**config.mk**
```make
export PLATFORM = sky130hd
export DESIGN_NAME = neuron_lif_array
export DESIGN_NICKNAME = d
export VERILOG_FILES = /design/src/rtl/lif_pkg.sv /design/src/rtl/lif_step_unit.sv /design/src/rtl/neuron_lif_array.sv
export SDC_FILE = /design/constraint.sdc
export NUM_CORES = 1
export LEC_CHECK = 0
export ABC_CLOCK_PERIOD_IN_PS = 50800
export CAP_MARGIN = 25
export CORE_MARGIN = 4
export CORE_UTILIZATION = 35
export CTS_CLUSTER_SIZE = 8
export DETAILED_ROUTE_END_ITERATION = 7
export PLACE_DENSITY_LB_ADDON = 0.3
export RECOVER_POWER = 50
export SKIP_LAST_GASP = 1
export SLEW_MARGIN = 0
export SYNTH_ARGS = -nofsm -noshare
export SYNTH_HDL_FRONTEND = slang
export SYNTH_HIERARCHICAL = 1
export SYNTH_SLANG_ARGS = --single-unit
```
**constraint.sdc**
```tcl
create_clock -name clk -period 50.8 [get_ports clk]
set_input_delay 5.08 -clock clk [delete_from_list [all_inputs] [get_ports clk]]
set_output_delay 5.08 -clock clk [all_outputs]
set_load 0.005 [all_outputs]
```
**src/rtl/lif_pkg.sv**
```systemverilog
// Shared definitions for the leaky integrate-and-fire neuron layer.
//   BN_UNITY    : batchnorm scale code meaning 1.0x (scale is in quarters)
//   lif_state_e : sweep controller states
//   sat()       : clamps a wide signed value into a signed field of 'bits' width
package lif_pkg;

  localparam logic [3:0] BN_UNITY = 4'd4;

  typedef enum logic [1:0] {
    IDLE  = 2'd0,
    SWEEP = 2'd1,
    FLUSH = 2'd2
  } lif_state_e;

  function automatic int sat(input int v, input int bits);
    int hi;
    int lo;
    int res;
    hi = (1 << (bits - 1)) - 1;
    lo = -(1 << (bits - 1));
    if (v > hi)      res = hi;
    else if (v < lo) res = lo;
    else             res = v;
    return res;
  endfunction

endpackage

```
**src/rtl/lif_step_unit.sv**
```systemverilog
// One leaky integrate-and-fire update for a single neuron (purely combinational).
// Inputs : inputs/w (spike vector and binary weight row), u (membrane), r (refractory
//          count) and the frame parameters shift, bn_factor, bn_addend, threshold,
//          refractory.
// Outputs: u_new (next membrane), r_new (next refractory count), spike.
module lif_step_unit
  import lif_pkg::*;
#(
  parameter int SYNAPSES       = 32,
  parameter int MEMBRANE_BITS  = 9,
  parameter int THRESHOLD_BITS = 8,
  parameter int ADDEND_BITS    = 5,
  parameter int REFRACT_BITS   = 3
) (
  input  logic [SYNAPSES-1:0]              inputs,
  input  logic [SYNAPSES-1:0]              w,
  input  logic signed [MEMBRANE_BITS-1:0]  u,
  input  logic [REFRACT_BITS-1:0]          r,
  input  logic [2:0]                       shift,
  input  logic [3:0]                       bn_factor,
  input  logic signed [ADDEND_BITS-1:0]    bn_addend,
  input  logic [THRESHOLD_BITS-1:0]        threshold,
  input  logic [REFRACT_BITS-1:0]          refractory,
  output logic signed [MEMBRANE_BITS-1:0]  u_new,
  output logic [REFRACT_BITS-1:0]          r_new,
  output logic                             spike
);

  int psp;
  int decayed;
  int syn;
  int acc;
  int thr;

  // All arithmetic runs in 32-bit signed so nothing wraps before the clamp.
  always_comb begin
    psp     = $countones(inputs & w) - $countones(inputs & ~w);
    decayed = (shift != 3'd0) ? int'(u) - (int'(u) >>> shift) : int'(u);
    syn     = (psp * int'(bn_factor)) >>> 2;
    thr     = int'(threshold);
    if (r != '0) acc = sat(decayed, MEMBRANE_BITS);
    else         acc = sat(decayed + syn + int'(bn_addend), MEMBRANE_BITS);
    spike   = (r == '0) && (acc >= thr);
    // Reset by subtraction keeps the overshoot above threshold.
    u_new   = MEMBRANE_BITS'(spike ? acc - thr : acc);
    if (r != '0)  r_new = r - REFRACT_BITS'(1);
    else if (spike) r_new = refractory;
    else          r_new = '0;
  end

endmodule

```
**src/rtl/neuron_lif_array.sv**
```systemverilog
// Time-multiplexed layer of NEURONS leaky integrate-and-fire neurons sharing one
// step unit. A frame is accepted in IDLE, each neuron is updated in turn during
// SWEEP, and FLUSH publishes the frame's spike vector.
// Ports: clk, rst_n (async active-low); cfg_we/cfg_addr/cfg_wdata weight writes;
//        clear_state; in_valid/in_ready frame handshake with inputs and frame
//        parameters; out_valid/out_idx/out_spike/out_membrane per-neuron results;
//        frame_done pulse and spike_vector.
//
// state | meaning
// IDLE  | waiting for a frame; config writes and clear are honoured here
// SWEEP | updating neuron idx, one per cycle
// FLUSH | last result out, frame_done pulse, spike_vector valid
module neuron_lif_array
  import lif_pkg::*;
#(
  parameter int SYNAPSES       = 32,
  parameter int NEURONS        = 8,
  localparam int STAGE         = $clog2(SYNAPSES),
  parameter int MEMBRANE_BITS  = STAGE + 4,
  parameter int THRESHOLD_BITS = MEMBRANE_BITS - 1,
  parameter int ADDEND_BITS    = STAGE,
  parameter int REFRACT_BITS   = 3,
  localparam int IDX_BITS      = $clog2(NEURONS)
) (
  input  logic                             clk,
  input  logic                             rst_n,
  input  logic                             cfg_we,
  input  logic [IDX_BITS-1:0]              cfg_addr,
  input  logic [SYNAPSES-1:0]              cfg_wdata,
  input  logic                             clear_state,
  input  logic                             in_valid,
  output logic                             in_ready,
  input  logic [SYNAPSES-1:0]              inputs,
  input  logic [2:0]                       shift,
  input  logic [3:0]                       bn_factor,
  input  logic signed [ADDEND_BITS-1:0]    bn_addend,
  input  logic [THRESHOLD_BITS-1:0]        threshold,
  input  logic [REFRACT_BITS-1:0]          refractory,
  output logic                             out_valid,
  output logic [IDX_BITS-1:0]              out_idx,
  output logic                             out_spike,
  output logic signed [MEMBRANE_BITS-1:0]  out_membrane,
  output logic                             frame_done,
  output logic [NEURONS-1:0]               spike_vector
);

  localparam logic [IDX_BITS-1:0] LAST_IDX = IDX_BITS'(NEURONS - 1);

  lif_state_e state_q, state_d;
  logic [IDX_BITS-1:0] idx_q, idx_d;

  logic [SYNAPSES-1:0]             weight_q [NEURONS];
  logic [SYNAPSES-1:0]             weight_d [NEURONS];
  logic signed [MEMBRANE_BITS-1:0] mem_q    [NEURONS];
  logic signed [MEMBRANE_BITS-1:0] mem_d    [NEURONS];
  logic [REFRACT_BITS-1:0]         refr_q   [NEURONS];
  logic [REFRACT_BITS-1:0]         refr_d   [NEURONS];

  logic [SYNAPSES-1:0]             f_inputs_q, f_inputs_d;
  logic [2:0]                      f_shift_q, f_shift_d;
  logic [3:0]                      f_bn_q, f_bn_d;
  logic signed [ADDEND_BITS-1:0]   f_addend_q, f_addend_d;
  logic [THRESHOLD_BITS-1:0]       f_thr_q, f_thr_d;
  logic [REFRACT_BITS-1:0]         f_refr_q, f_refr_d;

  logic [NEURONS-1:0]              spike_acc_q, spike_acc_d;
  logic [NEURONS-1:0]              spike_vector_q, spike_vector_d;
  logic                            out_valid_q, out_valid_d;
  logic [IDX_BITS-1:0]             out_idx_q, out_idx_d;
  logic                            out_spike_q, out_spike_d;
  logic signed [MEMBRANE_BITS-1:0] out_membrane_q, out_membrane_d;

  logic signed [MEMBRANE_BITS-1:0] step_u;
  logic [REFRACT_BITS-1:0]         step_r;
  logic                            step_spike;

  lif_step_unit #(
    .SYNAPSES       (SYNAPSES),
    .MEMBRANE_BITS  (MEMBRANE_BITS),
    .THRESHOLD_BITS (THRESHOLD_BITS),
    .ADDEND_BITS    (ADDEND_BITS),
    .REFRACT_BITS   (REFRACT_BITS)
  ) u_step (
    .inputs     (f_inputs_q),
    .w          (weight_q[idx_q]),
    .u          (mem_q[idx_q]),
    .r          (refr_q[idx_q]),
    .shift      (f_shift_q),
    .bn_factor  (f_bn_q),
    .bn_addend  (f_addend_q),
    .threshold  (f_thr_q),
    .refractory (f_refr_q),
    .u_new      (step_u),
    .r_new      (step_r),
    .spike      (step_spike)
  );

  always_comb begin
    state_d        = state_q;
    idx_d          = idx_q;
    weight_d       = weight_q;
    mem_d          = mem_q;
    refr_d         = refr_q;
    f_inputs_d     = f_inputs_q;
    f_shift_d      = f_shift_q;
    f_bn_d         = f_bn_q;
    f_addend_d     = f_addend_q;
    f_thr_d        = f_thr_q;
    f_refr_d       = f_refr_q;
    spike_acc_d    = spike_acc_q;
    spike_vector_d = spike_vector_q;
    out_valid_d    = 1'b0;
    out_idx_d      = '0;
    out_spike_d    = 1'b0;
    out_membrane_d = '0;

    case (state_q)
      IDLE: begin
        // Clear is applied before a same-cycle frame so the frame sees zero state.
        if (clear_state) begin
          for (int i = 0; i < NEURONS; i++) begin
            mem_d[i]  = '0;
            refr_d[i] = '0;
          end
        end
        if (cfg_we && (int'(cfg_addr) < NEURONS)) weight_d[cfg_addr] = cfg_wdata;
        if (in_valid) begin
          f_inputs_d  = inputs;
          f_shift_d   = shift;
          f_bn_d      = bn_factor;
          f_addend_d  = bn_addend;
          f_thr_d     = threshold;
          f_refr_d    = refractory;
          spike_acc_d = '0;
          idx_d       = '0;
          state_d     = SWEEP;
        end
      end
      SWEEP: begin
        mem_d[idx_q]       = step_u;
        refr_d[idx_q]      = step_r;
        spike_acc_d[idx_q] = step_spike;
        out_valid_d        = 1'b1;
        out_idx_d          = idx_q;
        out_spike_d        = step_spike;
        out_membrane_d     = step_u;
        if (idx_q == LAST_IDX) begin
          spike_vector_d = spike_acc_d;
          idx_d          = '0;
          state_d        = FLUSH;
        end else begin
          idx_d = idx_q + IDX_BITS'(1);
        end
      end
      FLUSH:   state_d = IDLE;
      default: state_d = IDLE;
    endcase
  end

  always_ff @(posedge clk or negedge rst_n) begin
    if (!rst_n) begin
      state_q        <= IDLE;
      idx_q          <= '0;
      for (int i = 0; i < NEURONS; i++) begin
        weight_q[i] <= '0;
        mem_q[i]    <= '0;
        refr_q[i]   <= '0;
      end
      f_inputs_q     <= '0;
      f_shift_q      <= '0;
      f_bn_q         <= BN_UNITY;
      f_addend_q     <= '0;
      f_thr_q        <= '0;
      f_refr_q       <= '0;
      spike_acc_q    <= '0;
      spike_vector_q <= '0;
      out_valid_q    <= 1'b0;
      out_idx_q      <= '0;
      out_spike_q    <= 1'b0;
      out_membrane_q <= '0;
    end else begin
      state_q        <= state_d;
      idx_q          <= idx_d;
      weight_q       <= weight_d;
      mem_q          <= mem_d;
      refr_q         <= refr_d;
      f_inputs_q     <= f_inputs_d;
      f_shift_q      <= f_shift_d;
      f_bn_q         <= f_bn_d;
      f_addend_q     <= f_addend_d;
      f_thr_q        <= f_thr_d;
      f_refr_q       <= f_refr_d;
      spike_acc_q    <= spike_acc_d;
      spike_vector_q <= spike_vector_d;
      out_valid_q    <= out_valid_d;
      out_idx_q      <= out_idx_d;
      out_spike_q    <= out_spike_d;
      out_membrane_q <= out_membrane_d;
    end
  end

  assign in_ready     = (state_q == IDLE);
  assign frame_done   = (state_q == FLUSH);
  assign spike_vector = spike_vector_q;
  assign out_valid    = out_valid_q;
  assign out_idx      = out_idx_q;
  assign out_spike    = out_spike_q;
  assign out_membrane = out_membrane_q;

endmodule

```
==> impl_results.md, run 1 <==
* Final net count at 2727
* Critical path fanouts, max at 36
* Final WS setup at 29600 ps
* DRC at 0
* Seq/Total Area, Yosys at 39.5%
* Max Cap Violations at 6
* Cts repair resizes at 0
* Pin count of the biggest net entering global routing at 176
* Routed via count at 18654
* Top_reg_cell synth: dfrtp_1
* Slew headroom at -483%
* Required @ worst endpoint at 51300 ps
* Final Cycle Share at 41.7%
* Max Fclk at 0.0472 GHz
* CTS clk-pin slew, worst paths at 50 ps
* WS Path Type: flip-flop to flip-flop
* Slowest stage cell, crit path: dfrtp_1
* Area contributors post-synth: dfrtp_1 39%, mux2_2 14%, fa_1 8.7%
* Setup TNS after final layout at 0 ps
* Postcts setup bufs at 0
* Synth Net Count at 2637
* Hold depth at 1
* CTS Hold Bufs at 0
* Die Ht at 291 um
* Port bufs at 118
* DRT iter0 DRCs at 1194
* Synth Area per Inst at 12.1 sq um
* Routability congestion estimate at 0.864
* # setup viols final at 0
* Placement Rows at 103
* Starting Density at 35.4%
* Ys Warns at 6
* Failing checks: capacitance limit, slew limit
* Reg-to-reg slack, setup at 29600 ps
* Cell Area, Synth at 28000 sq um
* Layout cells sized above 1 at 23.6%
* Startpoint type of the worst setup path: flip-flop
* CTS Buf Count at 67
* Distinct cells, synth at 84
* Clock latency at the later pin of the worst-skew pair at 610 ps
* CTS tree: done
* First-pass GRT wire length at 116000 um
* Hold_ws at 492 ps
* I/O pin count at 119
* Detailed Route WL at 72600 um
* Core area at 79100 sq um
* Initial antenna violation count at 7
* FFs w/ async S/R, synth at 100%
* H-tree levels at 3
* Grt total ovfl at 0
* DIE WIDTH at 291 um
* Synth Register Bits at 442
* Min Tclk post-route at 21200 ps
* Die footprint at 84600 sq um
* Number of filler cells placed in the layout at 7498
* Final Skew at 49.3 ps
* Worst R2R End: mem_q[18]
* Nature of the critical path endpoint: flip-flop
* Clock sink total at 442
* Routed Antenna Nets at 0
* Top post-synthesis cells by count: 441 x dfrtp_1, 336 x mux2_2, 205 x inv_1
* Gate Count Post-Synth at 2314
* Status: complete, but fails checks
* Dpl ws at 30720 ps
* Count leader, synth: dfrtp_1
* Hpwl dp at 49400 um
* Root buffer cell: clkbuf_16
* Final Max Tran Viols at 592
* R2r startpoint: idx_q[0]
* Cell count after placement at 3384
* Yosys top cell by area: dfrtp_1
* Post-synth EDFFs at 0
* Number of global-route vias before repair at 19969
* Crit path largest cell delay at 1960 ps
* Worst hold start: weight_q[38]
* Drt pass-1 iters at 8
* CP most frequent cell: fa_1
* Clk buf depth at 3
* Area Overhead vs Synth at 14.2%
* Final Hold Vio Count at 0
* RSZ-0062 raised after global routing: no
* Yosys top cell area share at 39.4%
* Wirelength per Cell at 20.9 um
* Worst hold path endpoint: weight_q[38]
* Worst EP arrival at 21710 ps
* Post-Layout Cell Count at 3472
* Hold Path Class: flip-flop to flip-flop
* Slew of the pin with the lowest slew margin at 8740 ps
* R2R cell count at 67
* Mean number of vias per cell at 5.37
* GR Util All Layers at 17.2%
[metrics by stage]
step | util [%] | instance area, sq um
after floorplan | - | 28000
after global placement | 38.0 | 30100
after detailed placement | 38.0 | 30100
after CTS | 40.5 | 32000
after global routing | 40.4 | 32000
final | 40.4 | 32000
[critical path, delay by kind of cell (launching register included)]
| family | cells | cell delay (ps) |
|---|---|---|
| xor+xnor | 1 | 440 |
| fa+ha+maj | 20 | 8760 |
| mux | 4 | 1820 |
| flops | 1 | 1960 |
| buf+inv | 8 | 1250 |
| compound gates | 17 | 3790 |
| simple gates | 17 | 3050 |
[how the worst max path moves through the flow]
| stage | startpoint | end | depth (start not counted) |
|---|---|---|---|
| after floorplan | idx_q[0] | mem_q[14] | 71 |
| after global placement | idx_q[0] | out_membrane[0] | 67 |
| after global routing | idx_q[0] | spike_vector[4] | 69 |
| final | idx_q[0] | mem_q[18] | 67 |
| after CTS | idx_q[0] | mem_q[18] | 67 |
| after detailed placement | idx_q[0] | mem_q[0] | 67 |
[layer usage]
metal | wire length, um | GRT usage [%] | vias up
li1 | - | - | 8409
met1 | 32400 | 23.5 | 9694
met2 | 35200 | 28.6 | 448
met3 | 3560 | 2.80 | 99
met4 | 1390 | 4.34 | 4
met5 | 27 | 0 | -
[sequential cells by signal (all words and copies together), names as in the netlist, 4 cells and up]
register      cells
f_addend_q        5
f_thr_q           8
weight_q        256
out_membrane      9
refr_q           24
f_inputs_q       32
spike_vector      8
spike_acc_q       8
f_bn_q            4
mem_q            72
[placed cells by master (no fill, tap or decap), types with 46 or more instances in the layout]
cell,instances
dfrtp_1,439
a21oi_1,81
and2_1,66
o21ai_0,46
clkdlybuf4s50_1,116
inv_1,205
mux2_2,336
a22o_1,96
nor2b_1,47
nor2_1,75
ha_1,107
mux4_2,89
fa_1,121
nand2_1,84
clkbuf_16,68
[layout make-up]
type / count / area [sq um] / share of cell area (%)
Clock buffer: 76 / 1750 / 5.48
Sequential cell: 442 / 11100 / 34.6
Multi-Input combinational cell: 1540 / 15500 / 48.5
Inverter: 205 / 769 / 2.41
Tap cell: 1050 / 1310 / 4.11
Clock inverter: 9 / 168 / 0.524
Timing Repair Buffer: 148 / 1390 / 4.34
Antenna cell: 2 / 5.00 / 0.0157
[cells by family after synthesis]
kind of cell               count (synthesis)  share of synthesized area, %
AOI/OAI and AO/OA                        391                          10.1
xor gates and xnor gates                  55                          1.72
adders and majority gates                228                          13.4
buffers and inverters                    332                          5.12
DFF                                      442                          39.5
muxes                                    468                          22.5
and+or+nand+nor                          398                          7.58
Power of run 1 is left out: the tool's default activity adds up to more than one toggle a clock period on the data nets, which glitch-free logic cannot reach.
==> run 2, diff against run 1 <==
Settings changed: ABC_CLOCK_PERIOD_IN_PS 50800 to 17640.
Clock period 50.8 ns to 17.64 ns, I/O delays scaled along.
==> impl_results.md, run 2 (synthesis gave the netlist of run 1 again) <==
* DRC at 0 (unchanged)
* Clock sink total at 442 (unchanged)
* CTS clk-pin slew, worst paths at 50 ps (about the same)
* Port bufs at 118 (unchanged)
* Final Max Tran Viols at 417 (-30%)
* Largest Register: weight_q
* Drt pass-1 iters at 5 (-3)
* Hold_ws at 491 ps (-0.437 ps)
* Placement Rows at 103 (unchanged)
* Core area at 79100 sq um (unchanged)
* Commonest non-fill, non-tap cell in the layout: dfrtp_1
* Initial antenna violation count at 7 (unchanged)
* Clk buf depth at 3 (unchanged)
* Min Tclk post-route at 16880 ps (-4330 ps)
* Slew of the pin with the lowest slew margin at 5860 ps (-2880 ps)
* Routability congestion estimate at 0.867 (+0.38%)
* Grt total ovfl at 0 (unchanged)
* Number of global-route vias before repair at 20163 (+0.97%)
* Final Cycle Share at 95.7% (+54 points)
* H-tree levels at 3 (unchanged)
* GR Util All Layers at 17.4% (+0.26 points)
* Fin area at 33100 sq um (+3.5%)
* Root buffer cell: clkbuf_16
* CP most frequent cell: fa_1
* Starting Density at 35.4% (unchanged)
* Critical path fanouts, max at 12 (-67%)
* CTS Buf Count at 66 (-1.5%)
* I/O pin count at 119 (unchanged)
* Final Hold Vio Count at 0 (unchanged)
* Detailed Route WL at 74400 um (+2.6%)
* Final Skew at 34.3 ps (-15.0 ps)
* Number of filler cells placed in the layout at 7391 (-1.4%)
* Worst EP arrival at 17400 ps (-4310 ps)
* Wirelength per Cell at 20.9 um (-0.21%)
* DIE WIDTH at 291 um (unchanged)
* Clock latency at the later pin of the worst-skew pair at 620 ps (about the same)
* First-pass GRT wire length at 118000 um (+1.5%)
* CTS tree: done
* Mean number of vias per cell at 5.30 (-1.3%)
* WS Path Type: flip-flop to flip-flop
* Nature of the critical path endpoint: flip-flop
* Max reg flops at 256 (unchanged)
* DRT iter0 DRCs at 1197 (+0.25%)
* Layout cells sized above 1 at 27.8% (+4.2 points)
* Slew headroom at -291% (+190 points)
* Hold Path Class: flip-flop to flip-flop
* Most frequent cells in the layout: 438 x dfrtp_1, 331 x mux2_2, 205 x inv_1
* Die footprint at 84600 sq um (unchanged)
* Startpoint type of the worst setup path: flip-flop
* Pin count of the biggest net entering global routing at 172 (-2.3%)
* Area Overhead vs Synth at 18.2%
* Final net count at 2825 (+3.6%)
* Status: complete, but fails checks
* Routed via count at 18925 (+1.5%)
* Largest regs: weight_q (256), mem_q (72), f_inputs_q (32)
* Max Fclk at 0.0593 GHz (+26%)
* Placed cell area at 30700 sq um (+2.1%)
* Hpwl dp at 51100 um (+3.3%)
* Failing checks: capacitance limit, slew limit
* # setup viols final at 0 (unchanged)
* Slowest stage cell, crit path: o22ai_1
* Required @ worst endpoint at 18170 ps (-33130 ps)
* Die Ht at 291 um (unchanged)
* Max Cap Violations at 9 (+3)
* Crit path largest cell delay at 710 ps (-1250 ps)
* Routed Antenna Nets at 0 (unchanged)
-- run 2: cell types whose count changed in the layout (fill, tap and decap cells not counted), sizes merged --
cell / before / now
buf: 27 / 120
clkinv: 6 / 4
diode: 2 / 4
bufinv: 0 / 1
clkbuf: 80 / 81
clkdlybuf4s50: 116 / 115
dlygate4sd3: 1 / 2
inv: 207 / 208
-- run 2: metrics by stage --
stage	utilization [%]	setup slack, ps	instances	TNS (ps)
floorplan	-	478	2314	0
global placement	38.9	104	3458	0
detailed placement	38.9	-95.7	3458	-3050
CTS	41.3	13.4	3541	0
global route	41.8	-9.72	3566	-31.6
finish	41.8	765	3568	0
-- run 2: routing by layer --
metal / global-route usage (%) / wire [um]
met1: 24.0 / 33700
met2: 28.6 / 35900
met3: 2.97 / 3330
met4: 4.82 / 1520
met5: 0 / 0
-- run 2: what timing repair did --
item / 4_1_cts / 5_1_grt
resized for setup: 1 / 58
setup buffers: 3 / 21
cloned: 0 / 2
pin swaps: 0 / 17
hold buffers: 0 / 0
setup endpoints to repair: 103 / 122
-- run 2: worst max-delay path, delay by kind of cell (launching register included) --
kind / cells / cell delay (ps)
compound gates: 17 / 3860
xor+xnor: 1 / 250
mux: 2 / 820
flops: 1 / 440
buf+inv: 11 / 1220
fa+ha+maj: 18 / 7880
simple gates: 15 / 2320
-- run 2: final cells by class --
| cell class | count | area (sq um) | area share (%) |
|---|---|---|---|
| multi-input cells | 1540 | 15700 | 47.6 |
| flip-flops and latches | 442 | 11100 | 33.5 |
| repair buffers | 247 | 2300 | 6.96 |
| clock buffers | 71 | 1690 | 5.11 |
| well taps | 1050 | 1310 | 3.97 |
| inverters | 205 | 769 | 2.33 |
| clock inverters | 9 | 193 | 0.582 |
| diodes | 4 | 10.0 | 0.0302 |
-- run 2: final timing paths --
path                            slack (ps)            start  cells after the start              end
worst max-delay path                   760         idx_q[0]                     64       refr_q[22]
worst min-delay path                   490  spike_vector[3]                      2  spike_vector[3]
worst max register to register         760         idx_q[0]                     64       refr_q[22]
worst min register to register         490  spike_vector[3]                      2  spike_vector[3]
max in group asynchronous            10760            rst_n                      3       out_idx[1]
min in group asynchronous             3300            rst_n                      1     weight_q[48]
Power of run 2 is left out for the same reason.
